==> src/rtl/mem_lsu_pkg.sv <==
// -----------------------------------------------------------------------------
// mem_lsu_pkg
// Definitions shared by the memory-access stage (mem_lsu) and its lane helper
// (mem_lsu_align):
//   - load/store op codes, using the same encoding as the execute stage
//   - LSU state encoding (2 bits)
//   - byte-strobe constants
//   - small op-classification helpers
// -----------------------------------------------------------------------------
package mem_lsu_pkg;

    // Execute-stage op codes that the LSU needs to recognise.
    localparam logic [7:0] EXE_ADD_OP   = 8'h20;
    localparam logic [7:0] EXE_LD_B_OP  = 8'hE0;
    localparam logic [7:0] EXE_LD_H_OP  = 8'hE1;
    localparam logic [7:0] EXE_LD_W_OP  = 8'hE3;
    localparam logic [7:0] EXE_LD_BU_OP = 8'hE4;
    localparam logic [7:0] EXE_LD_HU_OP = 8'hE5;
    localparam logic [7:0] EXE_ST_B_OP  = 8'hE8;
    localparam logic [7:0] EXE_ST_H_OP  = 8'hE9;
    localparam logic [7:0] EXE_ST_W_OP  = 8'hEB;

    // Byte-write strobes.
    localparam logic [3:0] WE_NONE = 4'b0000;
    localparam logic [3:0] WE_BYTE = 4'b0001;
    localparam logic [3:0] WE_HALF = 4'b0011;
    localparam logic [3:0] WE_WORD = 4'b1111;

    typedef enum logic [1:0] {
        S_IDLE  = 2'd0,
        S_REQ   = 2'd1,
        S_WAIT  = 2'd2,
        S_DRAIN = 2'd3
    } lsu_state_e;

    function automatic logic is_load(input logic [7:0] op);
        return (op == EXE_LD_B_OP) || (op == EXE_LD_H_OP) || (op == EXE_LD_W_OP) ||
               (op == EXE_LD_BU_OP) || (op == EXE_LD_HU_OP);
    endfunction

    function automatic logic is_store(input logic [7:0] op);
        return (op == EXE_ST_B_OP) || (op == EXE_ST_H_OP) || (op == EXE_ST_W_OP);
    endfunction

    // Halfword access needs addr[0] clear, word access needs addr[1:0] clear.
    function automatic logic is_misaligned(input logic [7:0] op, input logic [1:0] lo);
        logic half, word;
        half = (op == EXE_LD_H_OP) || (op == EXE_LD_HU_OP) || (op == EXE_ST_H_OP);
        word = (op == EXE_LD_W_OP) || (op == EXE_ST_W_OP);
        return (half && lo[0]) || (word && (lo != 2'b00));
    endfunction

endpackage

==> src/rtl/mem_lsu_align.sv <==
// -----------------------------------------------------------------------------
// mem_lsu_align
// Purely combinational lane logic for the LSU. One instance drives the request
// side (store strobes + replicated store data), another the response side
// (load lane select + sign/zero extension).
// Ports:
//   op        in   ALUOP_W  load/store op code
//   addr_lo   in   2        low address bits (byte lane)
//   st_data   in   32       raw store data (reg2)
//   ld_raw    in   32       raw word returned by memory
//   we        out  4        byte strobes (0 for non-stores)
//   st_wdata  out  32       store data replicated across lanes
//   ld_data   out  32       extracted and extended load data
// -----------------------------------------------------------------------------
module mem_lsu_align
    import mem_lsu_pkg::*;
#(
    parameter int ALUOP_W = 8
) (
    input  logic [ALUOP_W-1:0] op,
    input  logic [1:0]         addr_lo,
    input  logic [31:0]        st_data,
    input  logic [31:0]        ld_raw,
    output logic [3:0]         we,
    output logic [31:0]        st_wdata,
    output logic [31:0]        ld_data
);

    logic [7:0]  byte_sel;
    logic [15:0] half_sel;

    // Halfwords only ever come from lane 0 or 2, so addr[0] is ignored here.
    assign byte_sel = ld_raw[{addr_lo, 3'b000} +: 8];
    assign half_sel = addr_lo[1] ? ld_raw[31:16] : ld_raw[15:0];

    always_comb begin
        we       = WE_NONE;
        st_wdata = st_data;
        ld_data  = ld_raw;
        case (op)
            EXE_LD_B_OP:  ld_data = {{24{byte_sel[7]}}, byte_sel};
            EXE_LD_BU_OP: ld_data = {24'h0, byte_sel};
            EXE_LD_H_OP:  ld_data = {{16{half_sel[15]}}, half_sel};
            EXE_LD_HU_OP: ld_data = {16'h0, half_sel};
            EXE_ST_B_OP: begin
                we       = WE_BYTE << addr_lo;
                st_wdata = {4{st_data[7:0]}};
            end
            EXE_ST_H_OP: begin
                we       = WE_HALF << {addr_lo[1], 1'b0};
                st_wdata = {2{st_data[15:0]}};
            end
            EXE_ST_W_OP:  we = WE_WORD;
            default: ;
        endcase
    end

endmodule

==> src/rtl/mem_lsu.sv <==
// -----------------------------------------------------------------------------
// mem_lsu
// Memory-access pipeline stage. Takes the execute-stage result, issues data
// memory requests (req/gnt, then rvalid for reads), aligns/extends load data
// and hands a registered, single-cycle-valid result to writeback. The stage
// stalls upstream (in_ready_o low) whenever it is not IDLE.
// Ports:
//   clk, rst                      clock, synchronous active-high reset
//   flush_i                       kill in-flight instruction
//   in_valid_i / in_ready_o       execute-stage handshake
//   aluop_i, mem_addr_i, reg2_i,
//   wd_i, wreg_i, wdata_i,
//   inst_pc_i                     execute-stage fields
//   dmem_req_o/we_o/addr_o/wdata_o, dmem_gnt_i,
//   dmem_rvalid_i, dmem_rdata_i   data-memory interface
//   out_valid_o, wd_o, wreg_o,
//   wdata_o, inst_pc_o            writeback result
//   ale_o                         misaligned access flag
// Build option: MEM_ALIGN_CHECK_EN enables misaligned-access detection; when
// undefined ale_o is tied low and offending low address bits are ignored.
// -----------------------------------------------------------------------------
module mem_lsu
    import mem_lsu_pkg::*;
#(
    parameter int ALUOP_W   = 8,
    parameter int ADDR_W    = 32,
    parameter int REGADDR_W = 5
) (
    input  logic                 clk,
    input  logic                 rst,
    input  logic                 flush_i,
    input  logic                 in_valid_i,
    output logic                 in_ready_o,
    input  logic [ALUOP_W-1:0]   aluop_i,
    input  logic [ADDR_W-1:0]    mem_addr_i,
    input  logic [31:0]          reg2_i,
    input  logic [REGADDR_W-1:0] wd_i,
    input  logic                 wreg_i,
    input  logic [31:0]          wdata_i,
    input  logic [31:0]          inst_pc_i,
    output logic                 dmem_req_o,
    output logic [3:0]           dmem_we_o,
    output logic [ADDR_W-1:0]    dmem_addr_o,
    output logic [31:0]          dmem_wdata_o,
    input  logic                 dmem_gnt_i,
    input  logic                 dmem_rvalid_i,
    input  logic [31:0]          dmem_rdata_i,
    output logic                 out_valid_o,
    output logic [REGADDR_W-1:0] wd_o,
    output logic                 wreg_o,
    output logic [31:0]          wdata_o,
    output logic [31:0]          inst_pc_o,
    output logic                 ale_o
);

    lsu_state_e         state;
    logic [ALUOP_W-1:0] op_q;
    logic [1:0]         addr_lo_q;

    logic [3:0]  req_we;
    logic [31:0] req_wdata;
    logic [31:0] req_ld_unused;
    logic [3:0]  rsp_we_unused;
    logic [31:0] rsp_st_unused;
    logic [31:0] rsp_ld;

    // Request side: strobes and lane replication straight from the inputs,
    // so they can be registered into the dmem outputs on acceptance.
    mem_lsu_align #(.ALUOP_W(ALUOP_W)) u_align_req (
        .op       (aluop_i),
        .addr_lo  (mem_addr_i[1:0]),
        .st_data  (reg2_i),
        .ld_raw   (32'h0),
        .we       (req_we),
        .st_wdata (req_wdata),
        .ld_data  (req_ld_unused)
    );

    // Response side: lane select/extension of the returned word.
    mem_lsu_align #(.ALUOP_W(ALUOP_W)) u_align_rsp (
        .op       (op_q),
        .addr_lo  (addr_lo_q),
        .st_data  (32'h0),
        .ld_raw   (dmem_rdata_i),
        .we       (rsp_we_unused),
        .st_wdata (rsp_st_unused),
        .ld_data  (rsp_ld)
    );

    assign in_ready_o = (state == S_IDLE);

`ifdef MEM_ALIGN_CHECK_EN
    logic ale_q;
    assign ale_o = ale_q;
`else
    assign ale_o = 1'b0;
`endif

    always_ff @(posedge clk) begin
        if (rst) begin
            state        <= S_IDLE;
            op_q         <= '0;
            addr_lo_q    <= 2'b00;
            dmem_req_o   <= 1'b0;
            dmem_we_o    <= WE_NONE;
            dmem_addr_o  <= '0;
            dmem_wdata_o <= '0;
            out_valid_o  <= 1'b0;
            wd_o         <= '0;
            wreg_o       <= 1'b0;
            wdata_o      <= '0;
            inst_pc_o    <= '0;
`ifdef MEM_ALIGN_CHECK_EN
            ale_q        <= 1'b0;
`endif
        end else begin
            // Result valid and alignment flag are one-cycle pulses.
            out_valid_o <= 1'b0;
`ifdef MEM_ALIGN_CHECK_EN
            ale_q       <= 1'b0;
`endif
            case (state)
                S_IDLE: begin
                    if (!flush_i && in_valid_i) begin
                        wd_o      <= wd_i;
                        inst_pc_o <= inst_pc_i;
                        op_q      <= aluop_i;
                        addr_lo_q <= mem_addr_i[1:0];
                        if (!(is_load(aluop_i) || is_store(aluop_i))) begin
                            out_valid_o <= 1'b1;
                            wreg_o      <= wreg_i;
                            wdata_o     <= wdata_i;
                        end
`ifdef MEM_ALIGN_CHECK_EN
                        else if (is_misaligned(aluop_i, mem_addr_i[1:0])) begin
                            out_valid_o <= 1'b1;
                            ale_q       <= 1'b1;
                            wreg_o      <= 1'b0;
                            wdata_o     <= '0;
                        end
`endif
                        else begin
                            state        <= S_REQ;
                            dmem_req_o   <= 1'b1;
                            dmem_addr_o  <= {mem_addr_i[ADDR_W-1:2], 2'b00};
                            dmem_we_o    <= req_we;
                            dmem_wdata_o <= req_wdata;
                            // Stores never write the register file.
                            wreg_o       <= is_load(aluop_i) ? wreg_i : 1'b0;
                        end
                    end
                end
                S_REQ: begin
                    if (flush_i) begin
                        dmem_req_o <= 1'b0;
                        // A read granted in the flush cycle will still return
                        // data; swallow it in DRAIN instead of leaking it into
                        // the next access.
                        state <= (dmem_gnt_i && is_load(op_q)) ? S_DRAIN : S_IDLE;
                    end else if (dmem_gnt_i) begin
                        dmem_req_o <= 1'b0;
                        if (is_store(op_q)) begin
                            out_valid_o <= 1'b1;
                            wdata_o     <= '0;
                            state       <= S_IDLE;
                        end else begin
                            state <= S_WAIT;
                        end
                    end
                end
                S_WAIT: begin
                    if (dmem_rvalid_i) begin
                        state <= S_IDLE;
                        if (!flush_i) begin
                            out_valid_o <= 1'b1;
                            wdata_o     <= rsp_ld;
                        end
                    end else if (flush_i) begin
                        state <= S_DRAIN;
                    end
                end
                S_DRAIN: begin
                    if (dmem_rvalid_i) state <= S_IDLE;
                end
                default: state <= S_IDLE;
            endcase
        end
    end

endmodule

==> config.mk <==
export PLATFORM = sky130hd
export DESIGN_NAME = mem_lsu
export DESIGN_NICKNAME = d
export VERILOG_FILES = /design/src/rtl/mem_lsu_pkg.sv /design/src/rtl/mem_lsu_align.sv /design/src/rtl/mem_lsu.sv
export SDC_FILE = /design/constraint.sdc
export NUM_CORES = 1
export LEC_CHECK = 0
export ABC_AREA = 0
export CAP_MARGIN = 20
export CORE_ASPECT_RATIO = 0.5
export CORE_MARGIN = 2
export CORE_UTILIZATION = 42
export CTS_CLUSTER_DIAMETER = 150
export CTS_CLUSTER_SIZE = 16
export DETAILED_ROUTE_END_ITERATION = 8
export PLACE_DENSITY_LB_ADDON = 0.3
export SLEW_MARGIN = 10
export SYNTH_ARGS = -nofsm -noshare
export SYNTH_HDL_FRONTEND = slang
export SYNTH_SLANG_ARGS = --single-unit
export TNS_END_PERCENT = 10
==> constraint.sdc <==
create_clock -name clk -period 2.45 [get_ports clk]
set_clock_uncertainty 0.15 [all_clocks]
set_input_delay 0.3675 -clock clk [delete_from_list [all_inputs] [get_ports clk]]
set_output_delay 0.3675 -clock clk [all_outputs]
set_load 0.03 [all_outputs]
==> results of run 1 <==
flip-flops by register name, summed over array words and instances (netlist names):
| register | count |
|---|---|
| dmem_we_o | 4 |
| op_q | 8 |
| dmem_addr_o | 30 |
| wreg_o | 1 |
| dmem_wdata_o | 32 |
| addr_lo_q | 2 |
| wd_o | 5 |
| inst_pc_o | 32 |
| dmem_req_o | 1 |
| out_valid_o | 1 |
| wdata_o | 32 |
| state | 2 |
cell usage in the layout (no fill, tap or decap), types with 6 or more instances in the layout:
master and count:
buf_12 11, o41ai_1 7, clkdlybuf4s50_1 316, nand2_1 211
mux4_2 9, buf_4 33, o311ai_0 8, o221ai_1 18
a21oi_1 113, nand4_1 8, mux2_2 7, nand2b_1 9
a32oi_1 9, a311oi_1 25, o21ai_0 11, o211ai_1 11
nor2b_1 6, mux2i_1 25, clkbuf_16 17, a211oi_1 10
dfxtp_1 150, a2bb2oi_1 7, a21boi_0 16, a221oi_1 7
inv_1 6, a31oi_1 25, nor2_1 18
synth_stat cells, drive strengths merged, types with 11 or more instances:
| cell | number |
|---|---|
| mux2i | 25 |
| o211ai | 11 |
| nor2 | 18 |
| nand2 | 211 |
| o21ai | 11 |
| o221ai | 18 |
| a21oi | 113 |
| a211oi | 12 |
| a21boi | 16 |
| clkbuf | 54 |
| dfxtp | 150 |
| a31oi | 25 |
| a311oi | 25 |
| buf | 28 |
where the power goes:
group | internal [W] | total, W | switching [W] | leakage [nW]
Clock | 0.00169 | 0.00276 | 0.00107 | 0.293
Sequential | 0.00258 | 0.00266 | 0.0000878 | 1.22
Combinational | 0.000759 | 0.00163 | 0.000868 | 2.42
logic make-up (layout without fill, tap and decap cells):
group	after synthesis	count (layout)	share of synthesized area [%]
and+or+nand+nor	270	270	16.8
buffers and inverters	89	400	5.21
DFF	150	150	42.1
muxes	41	41	7.45
other	1	3	0.0526
adders and majority gates	4	4	0.702
AOI/OAI and AO/OA	287	287	27.7
area by class of cell:
| class | instances | area [µm²] | share of cell area (%) |
|---|---|---|---|
| clock buffer | 22 | 474 | 4.18 |
| clock inverter | 10 | 144 | 1.27 |
| inverter | 7 | 26.3 | 0.231 |
| timing repair buffer | 361 | 3640 | 32.1 |
| multi-input combinational | 605 | 3780 | 33.3 |
| tap | 227 | 284 | 2.50 |
| sequential | 150 | 3000 | 26.4 |
per-stage QoR:
step / TNS, ns / area [µm²] / total power [W]
5_1_grt: 0 / 11400 / 0.00731
3_5_place_dp: -0.720 / 10700 / 0.00432
6_report: 0 / 11400 / 0.00705
3_3_place_gp: -0.0322 / 10700 / 0.00428
4_1_cts: 0 / 11300 / 0.00707
2_1_floorplan: 0 / 7140 / 0.00352
worst max-delay path, cell delays in order, from the launching register on:
cell	delay, ns
dfxtp_1	0.34
inv_1	0.13
ha_1	0.32
o21bai_1	0.17
a221oi_2	0.29
buf_4	0.18
nand3_2	0.17
o41ai_1	0.43
final timing paths:
path	start	to	cells past startpoint	slack, ns
setup / recovery	state[0]	wdata_o[13]	7	0.16
hold / removal	rst	wdata_o[25]	2	0.28
setup reg to reg	state[0]	wdata_o[13]	7	0.16
hold reg to reg	dmem_wdata_o[5]	dmem_wdata_o[5]	2	0.30
per-layer routing:
| layer | part of all wire [%] | GRT usage (%) | wire [µm] |
|---|---|---|---|
| met5 | 0 | 0 | 0 |
| met4 | 2.2 | 10.0 | 566 |
| met3 | 9.6 | 8.93 | 2530 |
| met2 | 49 | 49.0 | 12800 |
| met1 | 40 | 32.9 | 10400 |
what timing repair did:
item / CTS / global route
resized for setup: 0 / 2
buffers inserted: 2 / 0
setup endpoints to repair: 2 / 6
pin swaps: 1 / 0
hold buffers: 0 / 0
hold endpoints to repair: 0 / 0
==> run_results.csv, run 1 <==
group,metric,value,unit
outcome,status,"finished, final reports clean",
synthesis,ys_top_cells_by_area,"dfxtp_1 42%, nand2_1 11%, a21oi_1 7.9%",
route,drt-pass1-iter-count,8,
route,first_iter_violations,603,
sta,worst_slew_pin_slew,0.593,ns
global_routing,grt_pass1_vias,7687,
synthesis,synth_warnings,0,
cts,insertion_delay,0.41,ns
synthesis,yosysSeqAreaShare,42.1,%
route,via_count,7911,
final_layout,fillerInstances,1289,
cts,htree_levels,4,
global_routing,grt.overflow.total,0,
sta,finalCritPeriodShare,93.5,%
min_path,hp-class,"in2reg",
cts,max-clock-path-buffers,2,
sta,fmax,436,MHz
final_layout,syn_to_final_growth,59.1,%
sta,rsz0062_at_grt,"false",
final_layout,final_core_util,68.7,%
final_layout,final_cells,1382,
sta,slew_headroom,60.4,%
critical_path,cp-start-kind,"register",
cts,cts_root_buffer,"clkbuf_16",
floorplanning,io_pins,322,
sta,drv_slew,0,
synthesis,ys_async_sr_fraction,0,%
floorplanning,start_util,43.2,%
route,postRouteAntennaNets,0,
sta,post-route-min-period,2.29,ns
floorplanning,dieArea,18100,µm²
global_routing,track_usage,28.0,%
synthesis,synth_top_area_share,42.1,%
critical_path,path_class,"reg2reg",
critical_path,worstPathRequired,2.60,ns
synthesis,synth_edf_count,0,
flow_run,drv_cap,0,
placed_design,place.gp.congestion,0.861,
floorplanning,die_w,188,µm
synthesis,synth_top_area_cell,"dfxtp_1",
final_layout,antennaDiodeCount,0,
final_layout,final_nets,1326,
global_routing,grt_max_degree,110,
cts,numCtsBuffers,17,
critical_path,critPathCaptureType,"register",
sta,setup_viol,0,
placed_design,pre_cts_ws,-0.0790,ns
synthesis,syn_inst,842,
synthesis,synth-seq-cells,150,
sta,whs,0.279,ns
placed_design,port_buffers,318,
placed_design,hpwl,18500,µm
power,worst_ir_drop_vdd,0.000479,V
critical_path,cp_max_fo,7,
cts,cts_tree,"built",
route,drc,0,
final_layout,drive_gt1_share,9.09,%
placed_design,place_inst,1348,
synthesis,synth_cell_types,60,
critical_path,worstPathArrival,2.44,ns
power,pwr_density_cell,621,nW/µm²
synthesis,syn_area,7130,µm²
cts,cts_num_sinks,150,
global_routing,grt_pass1_wl,40300,µm
floorplanning,die_h,96.2,µm
cts,clk_pin_slew,0.07,ns
synthesis,avgSynthCellArea,8.47,µm²
global_routing,antenna_found_initial,0,
route,drt-total-wl,26300,µm
power,p_leak,3.93,nW
floorplanning,core,16500,µm²
sta,timing.final.hold_violations,0,
sta,setup_slack,0.159,ns
route,vias_per_cell,5.72,
floorplanning,rows,33,
synthesis,synthFlopType,"dfxtp_1",
route,wl_per_cell,19.0,µm
Note: power is estimated with default switching activity, not from simulation.
==> run 2: changes to the inputs <==
Settings changed: PLACE_DENSITY set to 0.82, PLACE_DENSITY_LB_ADDON 0.3 to not set.
==> run 2 against run 1 <==
Sequential power hardly changed. Setup slack lost 0.058 ns. Final area decreased by 0.11%. Via count is 0.28% higher. Die area is the same. Flip-flop and latch count is the same. First-iteration DRC count rose by 29%. Non-clock buffer count grew 4. Fmax shrank 2.5%. Largest power group is now sequential cells.
==> run_results.csv, run 2 (synthesis results as in run 1) <==
group,metric,value,unit
cts,cts_tree,"built",
cts,cts_num_sinks,150,
placed_design,port_buffers,318,
sta,drv_slew,0,
floorplanning,start_util,43.2,%
cts,clk_pin_slew,0.07,ns
sta,fmax,426,MHz
sta,setup_slack,0.100,ns
route,drc,0,
sta,worst_slew_pin_slew,0.611,ns
placed_design,pre_cts_ws,-0.108,ns
global_routing,grt_max_degree,110,
final_layout,design_area,11300,µm²
route,drt-total-wl,26900,µm
cts,max-clock-path-buffers,2,
placed_design,hpwl,19100,µm
floorplanning,die_w,188,µm
outcome,status,"finished, final reports clean",
global_routing,grt.overflow.total,0,
floorplanning,die_h,96.2,µm
min_path,hold_depth,2,
critical_path,r2r_start,"state[0]",
final_layout,syn_to_final_growth,59.0,%
final_layout,drive_gt1_share,9.49,%
sta,post-route-min-period,2.35,ns
sta,whs,0.281,ns
final_layout,fillerInstances,1308,
final_layout,final_core_util,68.7,%
power,worst_ir_drop_vdd,0.000504,V
critical_path,r2r_slack,0.10,ns
cts,insertion_delay,0.43,ns
final_layout,layout_common_cells,"316 x clkdlybuf4s50_1, 211 x nand2_1, 150 x dfxtp_1",
critical_path,cp-start-kind,"register",
route,first_iter_violations,777,
floorplanning,io_pins,322,
route,via_count,7933,
cts,cts_root_buffer,"clkbuf_16",
global_routing,grt_pass1_wl,40400,µm
floorplanning,core,16500,µm²
critical_path,cp_max_fo,39,
critical_path,path_class,"reg2reg",
floorplanning,dieArea,18100,µm²
global_routing,antenna_found_initial,0,
cts,numCtsBuffers,17,
cts,cts-hold-fix-buffers,0,
sta,finalSetupTns,0,ns
placed_design,dpl_cell_area,10700,µm²
sta,slew_headroom,59.2,%
critical_path,worstPathRequired,2.65,ns
route,postRouteAntennaNets,0,
power,pwr_density_cell,609,nW/µm²
route,drt-pass1-iter-count,5,
critical_path,reg2reg_depth,9,
sta,timing.final.hold_violations,0,
final_layout,final_nets,1330,
final_layout,mostFrequentLayoutCell,"clkdlybuf4s50_1",
placed_design,place.gp.congestion,0.875,
min_path,hp-start,"rst",
sta,finalCritPeriodShare,95.9,%
power,p_leak,3.93,nW
route,wl_per_cell,19.4,µm
final_layout,top_regs,"dmem_wdata_o: 32 flops, inst_pc_o: 32 flops, wdata_o: 32 flops",
critical_path,critPathCaptureType,"register",
min_path,hold-path-endpoint,"wdata_o[30]",
route,vias_per_cell,5.72,
min_path,hp-class,"in2reg",
final_layout,antennaDiodeCount,0,
cts,htree_levels,4,
global_routing,grt_pass1_vias,7782,
critical_path,r2r_end,"dmem_addr_o[8]",
floorplanning,rows,33,
global_routing,track_usage,28.1,%
sta,rsz0062_at_grt,"true",
critical_path,worstPathArrival,2.55,ns
sta,setup_viol,0,
flow_run,drv_cap,0,
==> run 2: cell types whose count changed in the layout (fill, tap and decap cells not counted), moves of 2 or more <==
cell	change
buf_12	-3
buf_4	+4
buf_6	+2
bufinv_16	-2
clkbuf_1	-2
clkbuf_8	-2
inv_8	+3
==> run 2: critical path, stage by stage, from the launching register on <==
cell	delay, ns
dfxtp_1	0.33
inv_1	0.11
ha_1	0.29
nand3b_1	0.12
buf_4	0.18
buf_4	0.15
a211oi_4	0.33
buf_6	0.36
nand2_1	0.09
a21oi_1	0.14
==> run 2: layout make-up <==
cell class | count | area [µm²] | area share [%]
multi-input combinational | 605 | 3790 | 33.4
timing repair buffer | 365 | 3660 | 32.3
clock buffer | 18 | 439 | 3.87
clock inverter | 14 | 140 | 1.24
inverter | 7 | 26.3 | 0.232
tap | 227 | 284 | 2.50
sequential | 150 | 3000 | 26.5
==> run 2: metal layers <==
metal | routed length [µm] | track usage (%)
met1 | 10400 | 32.5
met2 | 13300 | 50.2
met3 | 2470 | 7.80
met4 | 714 | 11.3
met5 | 0 | 0
==> run 2: how the worst max path moves through the flow <==
stage | from | endpoint | slack [ns] | cells after the start
after floorplan | state[0] | wdata_o[7] | 0.11 | 7
after detailed placement | in_valid_i | wdata_o[20] | -0.11 | 6
after global placement | dmem_rdata_i[23] | wdata_o[28] | -0.03 | 6
after CTS | state[0] | wdata_o[26] | 0.01 | 7
final | state[0] | dmem_addr_o[8] | 0.10 | 9
after global routing | state[0] | wdata_o[13] | -0.03 | 7
==> run 2: what timing repair did <==
| action | 4_1_cts | 5_1_grt |
|---|---|---|
| buffers inserted | 0 | 1 |
| endpoints found under the setup margin | 0 | 65 |
| resized for setup | 0 | 4 |
==> run 2: report_power, final <==
part           internal (W)  total [W]  switching, W
combinational      0.000752    0.00162      0.000869
sequential          0.00257    0.00266     0.0000852
clock               0.00145    0.00263       0.00117
==> run 2: metrics by stage <==
step                total power, W  std cells
finish                     0.00691       1386
global route               0.00716       1386
CTS                        0.00692       1383
detailed placement         0.00430       1351
global placement           0.00426       1351
floorplan                  0.00352        844
